==> src/rtl/seg7_pkg.sv <==
// seg7_pkg
// Shared definitions for the multiplexed seven-segment scanner:
//   - SEG_BLANK     : active-high "all segments off" pattern
//   - digit_t       : one digit record (nibble, enable, blink, decimal point)
//   - blink_phase_t : lit / dark half of the blink cycle
//   - hexToSeg()    : 16-entry hex nibble to active-high segment table
// Segment bit order everywhere is bit0 = a ... bit6 = g.
package seg7_pkg;

  localparam logic [6:0] SEG_BLANK = 7'b0000000;

  typedef struct packed {
    logic [3:0] nibble;
    logic       en;
    logic       blink;
    logic       dp;
  } digit_t;

  typedef enum logic {
    BLINK_ON  = 1'b0,
    BLINK_OFF = 1'b1
  } blink_phase_t;

  // Standard hex glyphs: 0-9, A, b, C, d, E, F (active-high, g..a).
  function automatic logic [6:0] hexToSeg(input logic [3:0] nibble);
    logic [6:0] seg;
    case (nibble)
      4'h0:    seg = 7'b0111111;
      4'h1:    seg = 7'b0000110;
      4'h2:    seg = 7'b1011011;
      4'h3:    seg = 7'b1001111;
      4'h4:    seg = 7'b1100110;
      4'h5:    seg = 7'b1101101;
      4'h6:    seg = 7'b1111101;
      4'h7:    seg = 7'b0000111;
      4'h8:    seg = 7'b1111111;
      4'h9:    seg = 7'b1101111;
      4'hA:    seg = 7'b1110111;
      4'hB:    seg = 7'b1111100;
      4'hC:    seg = 7'b0111001;
      4'hD:    seg = 7'b1011110;
      4'hE:    seg = 7'b1111001;
      default: seg = 7'b1110001;
    endcase
    return seg;
  endfunction

endpackage

==> src/rtl/seg7_hex_decode.sv <==
// seg7_hex_decode
// Purely combinational hex nibble to seven-segment decoder. Output is
// always active-high; display polarity is applied by the scanner.
// Ports:
//   nibble_i : hex digit to show
//   seg_o    : active-high segments, bit0 = a ... bit6 = g
module seg7_hex_decode
  import seg7_pkg::*;
(
  input  logic [3:0] nibble_i,
  output logic [6:0] seg_o
);

  assign seg_o = hexToSeg(nibble_i);

endmodule

==> src/rtl/seg7_scan_display.sv <==
// seg7_scan_display
// Time-multiplexed driver for a NUM_DIGITS seven-segment display. Each digit
// is given CLK_DIV clocks of dwell; the first GHOST_CYCLES of every dwell keep
// all outputs dark to stop ghosting while the digit lines switch. New content
// is written into staging registers with 'update' and only promoted to the
// displayed (active) registers at a frame boundary, so a frame never tears.
// Ports:
//   clk, rst    : clock and asynchronous active-high reset
//   value       : one hex nibble per digit, digit 0 in the LSBs
//   digit_en    : per-digit enable (0 = blank)
//   blink_mask  : per-digit blink enable
//   dp          : per-digit decimal point
//   update      : one-cycle strobe capturing value/digit_en/blink_mask/dp
//   pending     : staged content not yet shown
//   seg_out     : segments a..g in SEG_ACTIVE_LOW polarity
//   dp_out      : decimal point in SEG_ACTIVE_LOW polarity
//   dig_sel     : one-hot digit select in DIG_ACTIVE_LOW polarity
//   frame_pulse : one-cycle pulse as the scan returns to digit 0
// Optional feature: define SEG7_LEADING_ZERO_BLANK_EN to suppress leading
// zeros on the upper digits.
module seg7_scan_display
  import seg7_pkg::*;
#(
  parameter int NUM_DIGITS     = 4,
  parameter int CLK_DIV        = 50000,
  parameter int GHOST_CYCLES   = 2,
  parameter int BLINK_FRAMES   = 125,
  parameter int SEG_ACTIVE_LOW = 1,
  parameter int DIG_ACTIVE_LOW = 1
) (
  input  logic                    clk,
  input  logic                    rst,
  input  logic [4*NUM_DIGITS-1:0] value,
  input  logic [NUM_DIGITS-1:0]   digit_en,
  input  logic [NUM_DIGITS-1:0]   blink_mask,
  input  logic [NUM_DIGITS-1:0]   dp,
  input  logic                    update,
  output logic                    pending,
  output logic [6:0]              seg_out,
  output logic                    dp_out,
  output logic [NUM_DIGITS-1:0]   dig_sel,
  output logic                    frame_pulse
);

  localparam int DW = (CLK_DIV > 1) ? $clog2(CLK_DIV) : 1;
  localparam int IW = (NUM_DIGITS > 1) ? $clog2(NUM_DIGITS) : 1;
  localparam int FW = (BLINK_FRAMES > 1) ? $clog2(BLINK_FRAMES) : 1;

  localparam logic [DW-1:0] DWELL_LAST = DW'(CLK_DIV - 1);
  localparam logic [DW-1:0] GHOST_END  = DW'(GHOST_CYCLES);
  localparam logic [IW-1:0] IDX_LAST   = IW'(NUM_DIGITS - 1);
  localparam logic [FW-1:0] FRAME_LAST = FW'(BLINK_FRAMES - 1);

  localparam logic SEG_INV = (SEG_ACTIVE_LOW != 0);
  localparam logic DIG_INV = (DIG_ACTIVE_LOW != 0);

  localparam logic [6:0]            SEG_OFF = SEG_BLANK ^ {7{SEG_INV}};
  localparam logic                  DP_OFF  = SEG_INV;
  localparam logic [NUM_DIGITS-1:0] DIG_OFF = {NUM_DIGITS{DIG_INV}};

  logic [DW-1:0] dwellCnt_q, dwellCnt_d;
  logic [IW-1:0] digIdx_q, digIdx_d;
  logic [FW-1:0] frameCnt_q, frameCnt_d;
  blink_phase_t  blinkPhase_q, blinkPhase_d;
  logic          dwellWrap, frameWrap;

  digit_t [NUM_DIGITS-1:0] staged_q, staged_d;
  digit_t [NUM_DIGITS-1:0] active_q, active_d;
  digit_t [NUM_DIGITS-1:0] captureIn;
  logic                    pending_q, pending_d;

  digit_t                  curDigit;
  logic [NUM_DIGITS-1:0]   lzBlank;
  logic                    curBlank;
  logic [6:0]              decodedSeg;
  logic [NUM_DIGITS-1:0]   digOneHot;

  logic [6:0]              segOut_q, segOut_d;
  logic                    dpOut_q, dpOut_d;
  logic [NUM_DIGITS-1:0]   digSel_q, digSel_d;
  logic                    framePulse_q;

  // Frame boundary = the last clock of the last digit's dwell; everything
  // frame-synchronous (content swap, blink counting, frame pulse) keys off it.
  assign dwellWrap = (dwellCnt_q == DWELL_LAST);
  assign frameWrap = dwellWrap && (digIdx_q == IDX_LAST);

  // Scan position and blink timing.
  always_comb begin
    dwellCnt_d   = dwellCnt_q + DW'(1);
    digIdx_d     = digIdx_q;
    frameCnt_d   = frameCnt_q;
    blinkPhase_d = blinkPhase_q;
    if (dwellWrap) begin
      dwellCnt_d = '0;
      digIdx_d   = (digIdx_q == IDX_LAST) ? '0 : digIdx_q + IW'(1);
    end
    if (frameWrap) begin
      if (frameCnt_q == FRAME_LAST) begin
        frameCnt_d   = '0;
        blinkPhase_d = (blinkPhase_q == BLINK_ON) ? BLINK_OFF : BLINK_ON;
      end else begin
        frameCnt_d = frameCnt_q + FW'(1);
      end
    end
  end

  // Repack the flat input buses into digit records.
  always_comb begin
    captureIn = '0;
    for (int i = 0; i < NUM_DIGITS; i++) begin
      captureIn[i].nibble = value[4*i +: 4];
      captureIn[i].en     = digit_en[i];
      captureIn[i].blink  = blink_mask[i];
      captureIn[i].dp     = dp[i];
    end
  end

  // Double buffering: the swap uses the staging contents from before this
  // edge, so an update landing on the boundary itself waits a whole frame
  // and keeps pending raised.
  always_comb begin
    staged_d  = update ? captureIn : staged_q;
    active_d  = (frameWrap && pending_q) ? staged_q : active_q;
    pending_d = update || (pending_q && !frameWrap);
  end

  // Leading-zero suppression walks down from the top digit and stops at the
  // first enabled nonzero digit or any disabled digit; digit 0 is exempt.
  always_comb begin
    lzBlank = '0;
`ifdef SEG7_LEADING_ZERO_BLANK_EN
    begin : lzScan
      logic lzSuppress;
      lzSuppress = 1'b1;
      for (int i = NUM_DIGITS - 1; i >= 1; i--) begin
        if (lzSuppress && active_q[i].en && (active_q[i].nibble == 4'h0)) begin
          lzBlank[i] = 1'b1;
        end else begin
          lzSuppress = 1'b0;
        end
      end
    end
`endif
  end

  assign curDigit  = active_q[digIdx_q];
  assign digOneHot = NUM_DIGITS'(1) << digIdx_q;
  assign curBlank  = !curDigit.en
                  || (curDigit.blink && (blinkPhase_q == BLINK_OFF))
                  || lzBlank[digIdx_q];

  seg7_hex_decode uDecode (
    .nibble_i (curDigit.nibble),
    .seg_o    (decodedSeg)
  );

  // Output stage: a blanked digit still gets its select line so the scan
  // timing seen on dig_sel is independent of the content.
  always_comb begin
    segOut_d = SEG_OFF;
    dpOut_d  = DP_OFF;
    digSel_d = DIG_OFF;
    if (dwellCnt_q >= GHOST_END) begin
      digSel_d = digOneHot ^ {NUM_DIGITS{DIG_INV}};
      if (!curBlank) begin
        segOut_d = decodedSeg ^ {7{SEG_INV}};
        dpOut_d  = curDigit.dp ^ SEG_INV;
      end
    end
  end

  always_ff @(posedge clk or posedge rst) begin
    if (rst) begin
      dwellCnt_q   <= '0;
      digIdx_q     <= '0;
      frameCnt_q   <= '0;
      blinkPhase_q <= BLINK_ON;
      staged_q     <= '0;
      active_q     <= '0;
      pending_q    <= 1'b0;
      segOut_q     <= SEG_OFF;
      dpOut_q      <= DP_OFF;
      digSel_q     <= DIG_OFF;
      framePulse_q <= 1'b0;
    end else begin
      dwellCnt_q   <= dwellCnt_d;
      digIdx_q     <= digIdx_d;
      frameCnt_q   <= frameCnt_d;
      blinkPhase_q <= blinkPhase_d;
      staged_q     <= staged_d;
      active_q     <= active_d;
      pending_q    <= pending_d;
      segOut_q     <= segOut_d;
      dpOut_q      <= dpOut_d;
      digSel_q     <= digSel_d;
      framePulse_q <= frameWrap;
    end
  end

  assign pending     = pending_q;
  assign seg_out     = segOut_q;
  assign dp_out      = dpOut_q;
  assign dig_sel     = digSel_q;
  assign frame_pulse = framePulse_q;

endmodule

==> config.mk <==
export PLATFORM = sky130hd
export DESIGN_NAME = seg7_scan_display
export DESIGN_NICKNAME = d
export VERILOG_FILES = /design/src/rtl/seg7_pkg.sv /design/src/rtl/seg7_hex_decode.sv /design/src/rtl/seg7_scan_display.sv
export SDC_FILE = /design/constraint.sdc
export NUM_CORES = 1
export LEC_CHECK = 0
export BUFFER_PORTS_ARGS = -buffer_cell sky130_fd_sc_hd__buf_2
export CORE_ASPECT_RATIO = 0.8
export CORE_MARGIN = 3
export CORE_UTILIZATION = 58
export CTS_CLUSTER_DIAMETER = 40
export CTS_CLUSTER_SIZE = 40
export DETAILED_ROUTE_END_ITERATION = 12
export PLACE_DENSITY = 0.9
export SETUP_SLACK_MARGIN = 0.02
export SYNTH_ARGS = -nofsm -noshare
export SYNTH_HDL_FRONTEND = slang
export SYNTH_HIERARCHICAL = 1
export SYNTH_SLANG_ARGS = --single-unit
==> constraint.sdc <==
create_clock -name clk -period 3.42 [get_ports clk]
set_input_delay 0.342 -clock clk [delete_from_list [all_inputs] [get_ports clk]]
set_output_delay 0.342 -clock clk [all_outputs]
set_load 0.01 [all_outputs]
## Word-level counts from Yosys, hierarchy flattened

Memories as Yosys holds them, arrays and structs flattened.
Cells that the tools add are included.

- Bitwise logic cells: 3
- Multiplexer cells: 13
- Add/subtract/negate cells: 3
- Reduce and logical (&&, ||, !) cells: 10
- Shift-type cells: 1
- Equality and inequality tests: 3
- Magnitude comparators: 2

Operators with widths:

| kind | number |
|---|---|
| $mux 7 | 4 |
| $add 16x1->16 const B | 1 |
| $eq 16x16->1 const B | 1 |
| $ge 16x2->1 const B | 1 |
| $mux 16 | 1 |
| $bmux 7 s2 | 1 |
| $add 7x1->7 const B | 1 |
| $eq 7x7->1 const B | 1 |
| $not 7->7 | 1 |
| $logic_and 1x1->1 | 4 |
| $mux 1 | 4 |
| $mux 4 | 1 |
| $not 4->4 | 1 |
| $shl 1x2->4 const A | 1 |
| $logic_or 1x1->1 | 3 |
| $lt 2x3->1 const B | 1 |
| $add 2x1->2 const B | 1 |
| $bmux 1 s2 | 1 |
| $eq 2x2->1 const B | 1 |
| $logic_not 1->1 | 2 |
| $mux 2 | 1 |
| $reduce_and 2->1 | 1 |
| $not 1->1 | 1 |

- Word-level logic and storage cells: 77
- Memory bits (read-only): 112
- Input bits: 31
- Memories: 1
- Register bits: 96

Memory list:

| name | words | bits a word | read ports | clocked after memory_dff | write ports | line | source |
|---|---|---|---|---|---|---|---|
| (no name shown) | 16 | 7 | 1 | 0 | 0 | seg7_pkg.sv:27 | `case (nibble)` |

## Depth between registers and ports, before layout

- Depth in word-level cells: 7
- Gate-level depth with buffers: 7
- Gate-level depth less buffers: 6

## Modules after synthesis

The synthesis kept the hierarchy.

By module, submodules not included:

| module | area an instance (µm²) | cells an instance | sequential area each (µm²) | times used |
|---|---|---|---|---|
| seg7_scan_display | 4,075.2 | 299 | 2,417.3 | 1 |
| seg7_hex_decode | 287.8 | 33 | 0.0 | 1 |

## Least setup slack after synthesis

No wires, ideal clock.

- Path kind: register to register
- Start point: reg digIdx_q[0]
- End point: reg segOut_q[3] (netlist: seg_out[3])
- Stages on the path, launching flop included: 8
- Setup time: 0.062 ns
- Setup slack: 1.280 ns
- Clock period less this slack: 2.140 ns
- Data required time: 3.358 ns
- Arrival time: 2.078 ns
- Path buffers: 1
- Cells stage by stage: dfrtp_1 buf_2 mux4_2 inv_1 ha_1 inv_1 mux4_1 nand2_1

RTL lines:

| what | line | source |
|---|---|---|
| start, declared | seg7_scan_display.sv:62 | `logic [IW-1:0] digIdx_q, digIdx_d;` |
| start signal, assigned | seg7_scan_display.sv:188 | `digIdx_q <= digIdx_d;` |
| end signal, assigned | seg7_scan_display.sv:194 | `segOut_q <= segOut_d;` |
| end, declared | seg7_scan_display.sv:78 | `logic [6:0] segOut_q, segOut_d;` |

==> impl_metrics.json <==
{
  "nFillCells": 494,
  "fp.dieW_um": 103.0,
  "drv_cap": 0,
  "skew_ns": 0.009664,
  "tightest_slew_ns": 0.7493,
  "tritoncts": "done",
  "drtIter0Drc": 136,
  "cts.clk_slew.worst_paths_ns": 0.08,
  "antenna_found_initial": 0,
  "drv_slew": 0,
  "start_util": 0.6150,
  "dpl_cell_area_um2": 4653,
  "setup_violations": 0,
  "pin_count": 45,
  "ir_drop_mv": 0.3212,
  "cp-end-kind": "flip-flop",
  "setup_slack_ns": 0.9905,
  "final_area_um2": 4836,
  "n_antenna_cell": 0,
  "area_growth_syn_to_layout_pct": 10.84,
  "post-place-cells": 454,
  "cts_buffers": 9,
  "synth-seq-cells": 96,
  "dr.pass1.iters": 4,
  "cp_cell_sequence": "mux4_2, inv_1, ha_1, inv_1, mux4_1, nand2_1",
  "worstSetupPathType": "reg -> reg",
  "num_vias": 2735,
  "cp.arrival_ns": 2.72,
  "htree_num_levels": 3,
  "yosysUniqueCellTypes": 47,
  "cts_resized": 0,
  "crit_path_max_fanout": 11,
  "dieArea_um2": 8606,
  "clkLatencyLatePin_ns": 0.36,
  "synth_area_per_cell_um2": 13.14,
  "status": "finished, final reports clean",
  "clk_path_buf_depth": 2,
  "hold_buffers": 0,
  "finalSetupTns_ns": 0,
  "grt_pass1_vias": 2882,
  "avgRoutedWirePerCell_um": 17.24,
  "die_h_um": 83.58,
  "cp_common_cell": "inv_1",
  "drive_above_1_share": 0.3734,
  "worstPathRequired_ns": 3.72,
  "post-cts-setup-buffer-count": 0,
  "final_cells": 470,
  "async_flop_share": 1.000,
  "vias_per_cell": 5.819,
  "slowest_delay_ns": 0.69,
  "grt_pass1_wl_um": 14250,
  "relSlewSlack": 0.4986,
  "hold_path.class": "in -> async",
  "rsz0062_at_grt": "no",
  "nNetsFinal": 424,
  "cellPowerDensity_nw_per_um2": 402.1,
  "start_kind": "flip-flop",
  "critPathSlowestCell": "dfrtp_1",
  "period_needed_ns": 2.430,
  "hold_viol": 0,
  "grt_usage": 0.2124,
  "clkPwrFrac": 0.346,
  "grt.overflow.total": 0,
  "fp-row-count": 27,
  "critPathTopFamily": "multiplexers",
  "min_period_over_period": 0.7104,
  "drc": 0,
  "gp_congestion": 0.8761,
  "drtAntennaViolNets": 0,
  "switchingPower_mw": 0.4269,
  "p_leak_nw": 2.163,
  "max_clock_freq_mhz": 411.6,
  "synthFlopType": "dfrtp_1",
  "clkSinkCount": 96,
  "synthCells": 332,
  "core_um2": 7094,
  "grt_max_degree": 61,
  "synth_warnings": 6,
  "cts_root_buffer": "clkbuf_8",
  "synth_edf_count": 0,
  "pwr-share-seq": 0.611,
  "p_int_mw": 1.518,
  "p_sw_frac": 0.2195,
  "combPwrFrac": 0.043,
  "cp.buffers_inverters": 2,
  "io_buffers": 44,
  "wl_um": 8105,
  "synthesis.area_um2": 4363,
  "pre_cts_slack_ns": 1.027,
  "synth_fp_nets": 378,
  "yosysSeqAreaShare": 0.5541,
  "hpwl_um": 5850
}
[kinds of logic (layout without fill, tap and decap cells)]
kind of cell	count (synthesis)	count (layout)	share of synthesized area
buffers and inverters	26	77	0.02839
DFF	96	96	0.5541
adders and majority gates	15	15	0.04302
AOI/OAI and AO/OA	29	29	0.04560
and+or+nand+nor	83	83	0.1012
xor gates and xnor gates	13	13	0.02610
muxes	70	70	0.2016
[cells in the final DEF, fill, tap and decap left out, types with 2 or more instances in the layout]
| master | netlist | final |
|---|---|---|
| dfrtp_1 | 84 | 84 |
| mux2_2 | 57 | 57 |
| buf_2 | 3 | 44 |
| nand2_1 | 25 | 25 |
| ha_1 | 15 | 15 |
| inv_1 | 15 | 14 |
| nor2_1 | 13 | 13 |
| dfstp_2 | 12 | 12 |
| clkbuf_8 | 0 | 11 |
| nand3_1 | 9 | 9 |
| xor2_1 | 8 | 8 |
| nor3_1 | 7 | 7 |
| or4_1 | 7 | 7 |
| mux4_2 | 7 | 7 |
| a21oi_1 | 6 | 6 |
| o21ai_0 | 5 | 5 |
| o41ai_1 | 5 | 5 |
| xnor2_1 | 5 | 5 |
| nand4_1 | 4 | 4 |
| and3_1 | 4 | 4 |
| mux2_1 | 3 | 3 |
| o31ai_1 | 3 | 3 |
| clkinv_2 | 0 | 3 |
| and2_1 | 2 | 2 |
| a21boi_0 | 2 | 2 |
| o21ai_1 | 2 | 2 |
| mux2i_1 | 2 | 2 |
[path summary, 6_finish.rpt]
path	startpoint	slack [ns]	depth (start not counted)	to
min	rst	0.05	2	frameCnt_q[5]$_DFFE_PP0P_
max in group asynchronous	rst	2.68	3	active_q[15]$_DFFE_PP0P_
max reg2reg	digIdx_q[0]$_DFFE_PP0N_	0.99	6	seg_out[3]$_DFF_PP1_
max	digIdx_q[0]$_DFFE_PP0N_	0.99	6	seg_out[3]$_DFF_PP1_
min in group clk	value[7]	0.21	2	staged_q[13]$_DFFE_PP0P_
min reg2reg	blinkPhase_q$_DFFE_PP0P_	0.49	1	blinkPhase_q$_DFFE_PP0P_
[metrics by stage]
step / util / hold WS [ns] / power, mW
2_1_floorplan: - / 0.4368 / 1.256
3_3_place_gp: 0.6559 / 0.4308 / 1.289
3_5_place_dp: 0.6559 / 0.4370 / 1.296
4_1_cts: 0.6817 / 0.04834 / 1.968
5_1_grt: 0.6817 / 0.07989 / 2.037
6_report: 0.6817 / 0.04559 / 1.945
[sequential cells by signal (all words and copies together), names as in the netlist]
register,count
active_q,28
staged_q,28
dwellCnt_q,16
frameCnt_q,7
seg_out,7
dig_sel,4
digIdx_q,2
blinkPhase_q,1
dp_out,1
frame_pulse,1
pending,1
[area by class of cell]
cell class,instances,area [µm²],share of cell area
Clock buffer,12,155.1,0.03208
Sequential cell,96,2417,0.4999
Tap cell,87,108.9,0.02251
Multi-Input combinational cell,210,1822,0.3767
Inverter,15,57.56,0.01190
Clock inverter,4,27.53,0.005692
Timing Repair Buffer,46,247.7,0.05123
[Yosys cell counts (2+ instances only)]
library cell  count  share of area
xor2_1            8          0.016
xnor2_1           5          0.010
mux4_2            7          0.036
a21oi_1           6         0.0069
o21ai_0           5         0.0057
dfrtp_1          84           0.48
nand3_1           9          0.010
mux2i_1           2         0.0046
or4_1             7          0.012
ha_1             15          0.043
o41ai_1           5          0.010
nand2_1          25          0.022
and2_1            2         0.0029
o21ai_1           2         0.0023
nor3_1            7         0.0080
clkbuf_1          4         0.0034
dfstp_2          12          0.072
mux2_1            3         0.0077
nor2_1           13          0.011
buf_2             3         0.0034
nand4_1           4         0.0057
mux2_2           57           0.15
inv_1            15          0.013
and3_1            4         0.0057
buf_6             3         0.0077
a21boi_0          2         0.0034
o31ai_1           3         0.0052
[routing by layer]
layer / track usage / share of wire / up-vias
li1: - / - / 1280
met1: 0.2913 / 0.45 / 1363
met2: 0.3279 / 0.48 / 78
met3: 0.05597 / 0.057 / 14
met4: 0.07176 / 0.015 / 0
met5: 0 / 0 / -
[power groups by stage]
stage               Clock (mW)  Sequential, mW  Combinational (mW)
floorplan                    0            1.20              0.0564
global placement             0            1.21              0.0827
detailed placement           0            1.21              0.0870
CTS                      0.694            1.19              0.0871
global route             0.750            1.19              0.0950
finish                   0.673            1.19              0.0843
Note: power is estimated with default switching activity, not from simulation.
